$ cat config.mk
export PLATFORM = sky130hd
export DESIGN_NAME = skid_buffer
export DESIGN_NICKNAME = d
export VERILOG_FILES = /design/src/rtl/skid_buffer_pkg.sv /design/src/rtl/skid_buffer.sv
export SDC_FILE = /design/constraint.sdc
export NUM_CORES = 1
export LEC_CHECK = 0
export CAP_MARGIN = 10
export CORE_UTILIZATION = 40
export DETAILED_ROUTE_END_ITERATION = 16
export GPL_ROUTABILITY_DRIVEN = 0
export HOLD_SLACK_MARGIN = 0.08
export PLACE_DENSITY_LB_ADDON = 0.3
export SLEW_MARGIN = 0
export SYNTH_ARGS = -nofsm -noshare
export SYNTH_HDL_FRONTEND = slang
export SYNTH_SLANG_ARGS = --single-unit
$ cat constraint.sdc
create_clock -name clock -period 6.1 [get_ports clock]
set_clock_uncertainty 0.15 [all_clocks]
set_input_delay 1.525 -clock clock [delete_from_list [all_inputs] [get_ports clock]]
set_output_delay 1.525 -clock clock [all_outputs]
set_load 0.02 [all_outputs]
$ cat src/rtl/skid_buffer_pkg.sv
// Shared pipeline package: decoded-instruction packet type and the skid buffer
// state encoding used between the decoder and the executor.
//
// Contents:
//   DECODED_PKT_WIDTH - width of one decoded-instruction packet
//   decoded_pkt_t     - decoded-instruction packet
//   skid_state_e      - skid buffer occupancy state

package skid_buffer_pkg;

  localparam int unsigned DECODED_PKT_WIDTH = 64;

  typedef logic [DECODED_PKT_WIDTH-1:0] decoded_pkt_t;

  typedef enum logic [1:0] {
    SKID_EMPTY = 2'd0,  // no entries
    SKID_BUSY  = 2'd1,  // main register valid
    SKID_FULL  = 2'd2   // main and skid registers valid
  } skid_state_e;

endpackage

$ cat src/rtl/skid_buffer.sv
// Two-entry skid buffer between the decoder and the executor. Both in_ready
// and out_valid come straight from flops, so there is no combinational path
// from out_ready back to in_ready, yet one transfer per cycle is sustained.
//
// Optional feature: define SKID_BUFFER_STATS_EN to add the stall_cycles output
// (saturating count of cycles with out_valid && !out_ready, cleared by reset).
//
// Ports:
//   clock        - single clock, rising edge
//   reset        - synchronous, active-high; highest priority
//   flush        - synchronous pipeline flush; drops all entries
//   in_valid     - producer offers in_data
//   in_data      - producer payload
//   in_ready     - buffer accepts in_data this cycle
//   out_valid    - out_data holds a valid entry
//   out_data     - head entry (always the main register)
//   out_ready    - consumer takes out_data this cycle
//   stall_cycles - (SKID_BUFFER_STATS_EN only) stall cycle counter

module skid_buffer
  import skid_buffer_pkg::*;
#(
  parameter int unsigned WIDTH = DECODED_PKT_WIDTH
) (
  input  logic             clock,
  input  logic             reset,
  input  logic             flush,
  input  logic             in_valid,
  input  logic [WIDTH-1:0] in_data,
  output logic             in_ready,
  output logic             out_valid,
  output logic [WIDTH-1:0] out_data,
  input  logic             out_ready
`ifdef SKID_BUFFER_STATS_EN
  ,
  output logic [31:0]      stall_cycles
`endif
);

  skid_state_e      state_q, state_d;
  logic [WIDTH-1:0] main_q, main_d;
  logic [WIDTH-1:0] skid_q, skid_d;
  logic             in_ready_q, in_ready_d;
  logic             out_valid_q, out_valid_d;
  logic             in_hs, out_hs;

  assign in_hs  = in_valid && in_ready_q;
  assign out_hs = out_valid_q && out_ready;

  always_comb begin
    state_d = state_q;
    main_d  = main_q;
    skid_d  = skid_q;

    unique case (state_q)
      SKID_EMPTY: begin
        if (in_hs) begin
          main_d  = in_data;
          state_d = SKID_BUSY;
        end
      end
      SKID_BUSY: begin
        if (in_hs && out_hs) begin
          main_d = in_data;
        end else if (in_hs) begin
          skid_d  = in_data;
          state_d = SKID_FULL;
        end else if (out_hs) begin
          state_d = SKID_EMPTY;
        end
      end
      SKID_FULL: begin
        if (out_hs) begin
          main_d  = skid_q;
          state_d = SKID_BUSY;
        end
      end
      default: state_d = SKID_EMPTY;
    endcase

    // Flush/reset drop everything in flight; data registers keep their old
    // contents so a dropped entry never reaches out_data.
    if (reset || flush) begin
      state_d = SKID_EMPTY;
      main_d  = main_q;
      skid_d  = skid_q;
    end

    in_ready_d  = (state_d != SKID_FULL);
    out_valid_d = (state_d != SKID_EMPTY);
  end

`ifdef SKID_BUFFER_STATS_EN
  logic [31:0] stall_q;
`endif

  always_ff @(posedge clock) begin
    // Payload registers are never cleared; only validity is.
    main_q <= main_d;
    skid_q <= skid_d;
    if (reset) begin
      state_q     <= SKID_EMPTY;
      in_ready_q  <= 1'b1;
      out_valid_q <= 1'b0;
`ifdef SKID_BUFFER_STATS_EN
      stall_q     <= '0;
`endif
    end else begin
      state_q     <= state_d;
      in_ready_q  <= in_ready_d;
      out_valid_q <= out_valid_d;
`ifdef SKID_BUFFER_STATS_EN
      if (out_valid_q && !out_ready && (stall_q != 32'hFFFF_FFFF)) begin
        stall_q <= stall_q + 32'd1;
      end
`endif
    end
  end

  assign in_ready  = in_ready_q;
  assign out_valid = out_valid_q;
  assign out_data  = main_q;

`ifdef SKID_BUFFER_STATS_EN
  assign stall_cycles = stall_q;
`endif

endmodule

==> results by group <==
Place
  – Port Buffer Count: 134
  – Post-DP HPWL: 5950 um
  – Post-placement cell area: 6520 um^2

Timing
  – Slew at the pin closest to its max-slew limit: 1.10 ns
  – Maximum clock rate: 266 MHz
  – Max-slew violation count: 0
  – Fin Hold WS: 0.393 ns
  – TNS Setup: 0 ns
  – Fin. Hold Viols: 0
  – Setup violators final: 0
  – Tcrit/Tclk final: 61.6%
  – Max_slew headroom: 26.7%
  – Unrepaired setup endpoints after global routing: false
  – Minimum clock period: 3.76 ns

Final layout
  – Sequential cell area: 3920 um^2
  – Fin util: 58.8%
  – Multi-input logic area: 1010 um^2
  – Fillers: 939
  – Post-route cell area: 7090 um^2
  – Layout area overhead: 42.5%
  – Share of cells above drive strength 1: 26.6%
  – Diodes inserted: 0
  – # nets final: 440

Synth
  – Synth Area in Adders: 0%
  – Mapped cell area: 4980 um^2
  – #FFs+latches synth: 132
  – Post-synthesis mux area share: 17.4%
  – Seq/Total Area, Yosys: 78.8%
  – Largest family of logic cells by synthesized area: multiplexers
  – Gate Count Post-Synth: 223
  – Synth Area in Compound Gates: 0.804%
  – Post-synthesis simple-gate area fraction: 1.56%
  – Synth Net Count: 292
  – Mean post-synth cell area: 22.3 um^2
  – Yosys warns: 0
  – Yosys cell types: 23
  – XOR/XNOR Fraction of Synth Area: 0%

Worst setup path
  – WP data arrival: 3.64 ns
  – CP startpoint kind: input port
  – Critical path type: in2reg
  – FF-to-FF path depth: 4
  – Worst endpoint required time: 5.99 ns
  – R2R setup slack: 3.62 ns
  – CP max stage delay: 0.65 ns
  – Reg2Reg Capture Point: skid_q[35]$_DFFE_PP_
  – CP cell instances: clkdlybuf4s50_1 -> and3b_1 -> nand3_1 -> nor2_4 -> buf_4
  – R2R Path Start: in_ready$_SDFF_PP1_
  – Worst-path fanout max: 36
  – Crit path capture type: flip-flop
  – CP max stage cell: nor2_4

Worst hold path
  – Hold_sp: skid_q[24]$_DFFE_PP_
  – HP Class: reg2reg
  – WHS Path Cells: 1
  – Min-Delay Endpoint: out_data[24]$_DFFE_PP_

Clocking
  – Hold Buf Count CTS: 0
  – Max Buffers Root-to-Sink: 2
  – Clk slew on worst S/H paths: 0.06 ns
  – Cts repair resizes: 0
  – H-Tree Depth: 4
  – Later-pin clock latency in the skew report: 0.40 ns
  – CTS tree: built
  – Post-CTS setup repair buffer count: 0
  – Num CTS Buffers: 17
  – Clock sinks: 132
  – Root buffer cell: clkbuf_16

Global routing
  – Total track usage: 14.7%
  – Antenna violations before repair: 0
  – First-pass GRT wire length: 13900 um
  – Largest net degree at the start of global routing: 66
  – Gr ovfl total: 0
  – Vias in the first global route: 2636

Routing
  – # DRC: 0
  – Antenna-violating nets left: 0
  – Drt total wl: 9060 um
  – Initial drt markers: 108
  – DRT Pass-1 Iters: 4
  – Routed length per instance: 16.4 um
  – Via density: 4.66
  – Vias: 2565

Floorplanning
  – Die span in x: 114 um
  – Die Area: 12900 um^2
  – Row Count: 40
  – I/O pin cnt: 135
  – Core area: 12100 um^2
  – Chip height: 114 um
  – Effective utilization at floorplan: 41.3%

Status
  – Status: finished clean

Run
  – Max-Cap Viols: 0

Pwr
  – Pwr/cell area: 304 nW/um^2
  – LEAKAGE: 2.40 nW
  – Maximum VDD drop: 0.175 mV
  – Final Total Pwr: 2.15 mW
layer usage:
metal  up-vias  wire length, um  global-route usage (%)
met4         0               97                    5.70
li1       1186                -                       -
met2       101             4310                    22.9
met5         -                0                       0
met1      1270             4000                    18.8
met3         8              643                    5.42
synth_stat cells (all sizes together):
library cell	instances	area, um^2
nand3	1	5.00
dfxtp	4	80.1
buf	7	66.3
nor3	1	5.00
a221oi	1	8.76
nand4	1	6.26
a211oi	1	7.51
o21ai	1	5.00
nand2	2	7.51
and2	1	6.26
nor2b	1	8.76
a32oi	1	8.76
or2	1	6.26
and3b	1	8.76
or3	1	6.26
edfxtp	128	3840
nor2	2	7.51
a21oi	2	10.0
clkbuf	1	3.75
nor4bb	1	10.0
mux2	64	867
stage by stage:
stage                     std cells  setup slack [ns]
after CTS                       551              2.31
after detailed placement        520              1.87
final                           551              2.34
after global routing            551              2.18
after global placement          520              1.99
after floorplan                 223             0.367
worst max path at each step:
stage / startpoint / to / slack [ns] / depth (start not counted)
final: in_valid / skid_q[35]$_DFFE_PP_ / 2.34 / 5
after global routing: in_valid / skid_q[1]$_DFFE_PP_ / 2.18 / 5
after CTS: in_valid / skid_q[1]$_DFFE_PP_ / 2.31 / 5
after detailed placement: in_valid / skid_q[14]$_DFFE_PP_ / 1.87 / 5
after global placement: in_valid / skid_q[20]$_DFFE_PP_ / 1.99 / 5
after floorplan: flush / out_data[0]$_DFFE_PP_ / 0.37 / 3
power by group:
part | switching, mW | internal, mW | total (mW)
sequential | 0.00646 | 1.02 | 1.02
combinational | 0.0565 | 0.0900 | 0.146
clock | 0.380 | 0.604 | 0.984
total | 0.443 | 1.71 | 2.15
layout make-up:
cell class	instances	area share, %
sequential	132	55.3
timing repair buffer	137	19.4
multi-input combinational	83	14.2
clock buffer	17	6.00
tap	168	2.96
clock inverter	14	2.12
flip-flops by register name, summed over array words and instances, names as in the netlist:
register and flops:
in_ready 1, skid_q 64, out_valid 1, state_q 2, out_data 64
worst max-delay path, delay by kind of cell:
| family | cells | cell delay [ns] |
|---|---|---|
| buffers and inverters | 2 | 1.08 |
| and+or+nand+nor | 3 | 1.01 |
placed cells by master (no fill, tap or decap), drive strengths merged:
cell type | netlist | routed
inv | 0 | 5
clkbuf | 1 | 17
o21ai | 1 | 1
a32oi | 1 | 1
and2 | 1 | 1
clkinvlp | 0 | 3
nand4 | 1 | 1
clkinv | 0 | 4
nor2b | 1 | 1
nand2 | 2 | 2
clkdlybuf4s50 | 0 | 134
and3b | 1 | 1
bufinv | 0 | 2
dfxtp | 4 | 4
nand3 | 1 | 1
nor2 | 2 | 2
a211oi | 1 | 1
nor4bb | 1 | 1
edfxtp | 128 | 128
buf | 7 | 3
nor3 | 1 | 1
or2 | 1 | 1
or3 | 1 | 1
mux2 | 64 | 64
a21oi | 2 | 2
a221oi | 1 | 1
cell families (layout without fill, tap and decap cells):
family	count (synthesis)	after routing
flip-flops	132	132
multiplexers	64	64
AND/OR/NAND/NOR	13	13
buffers and inverters	8	168
AO/OA/AOI/OAI	6	6
No activity file was read; power rests on OpenSTA's default activity.
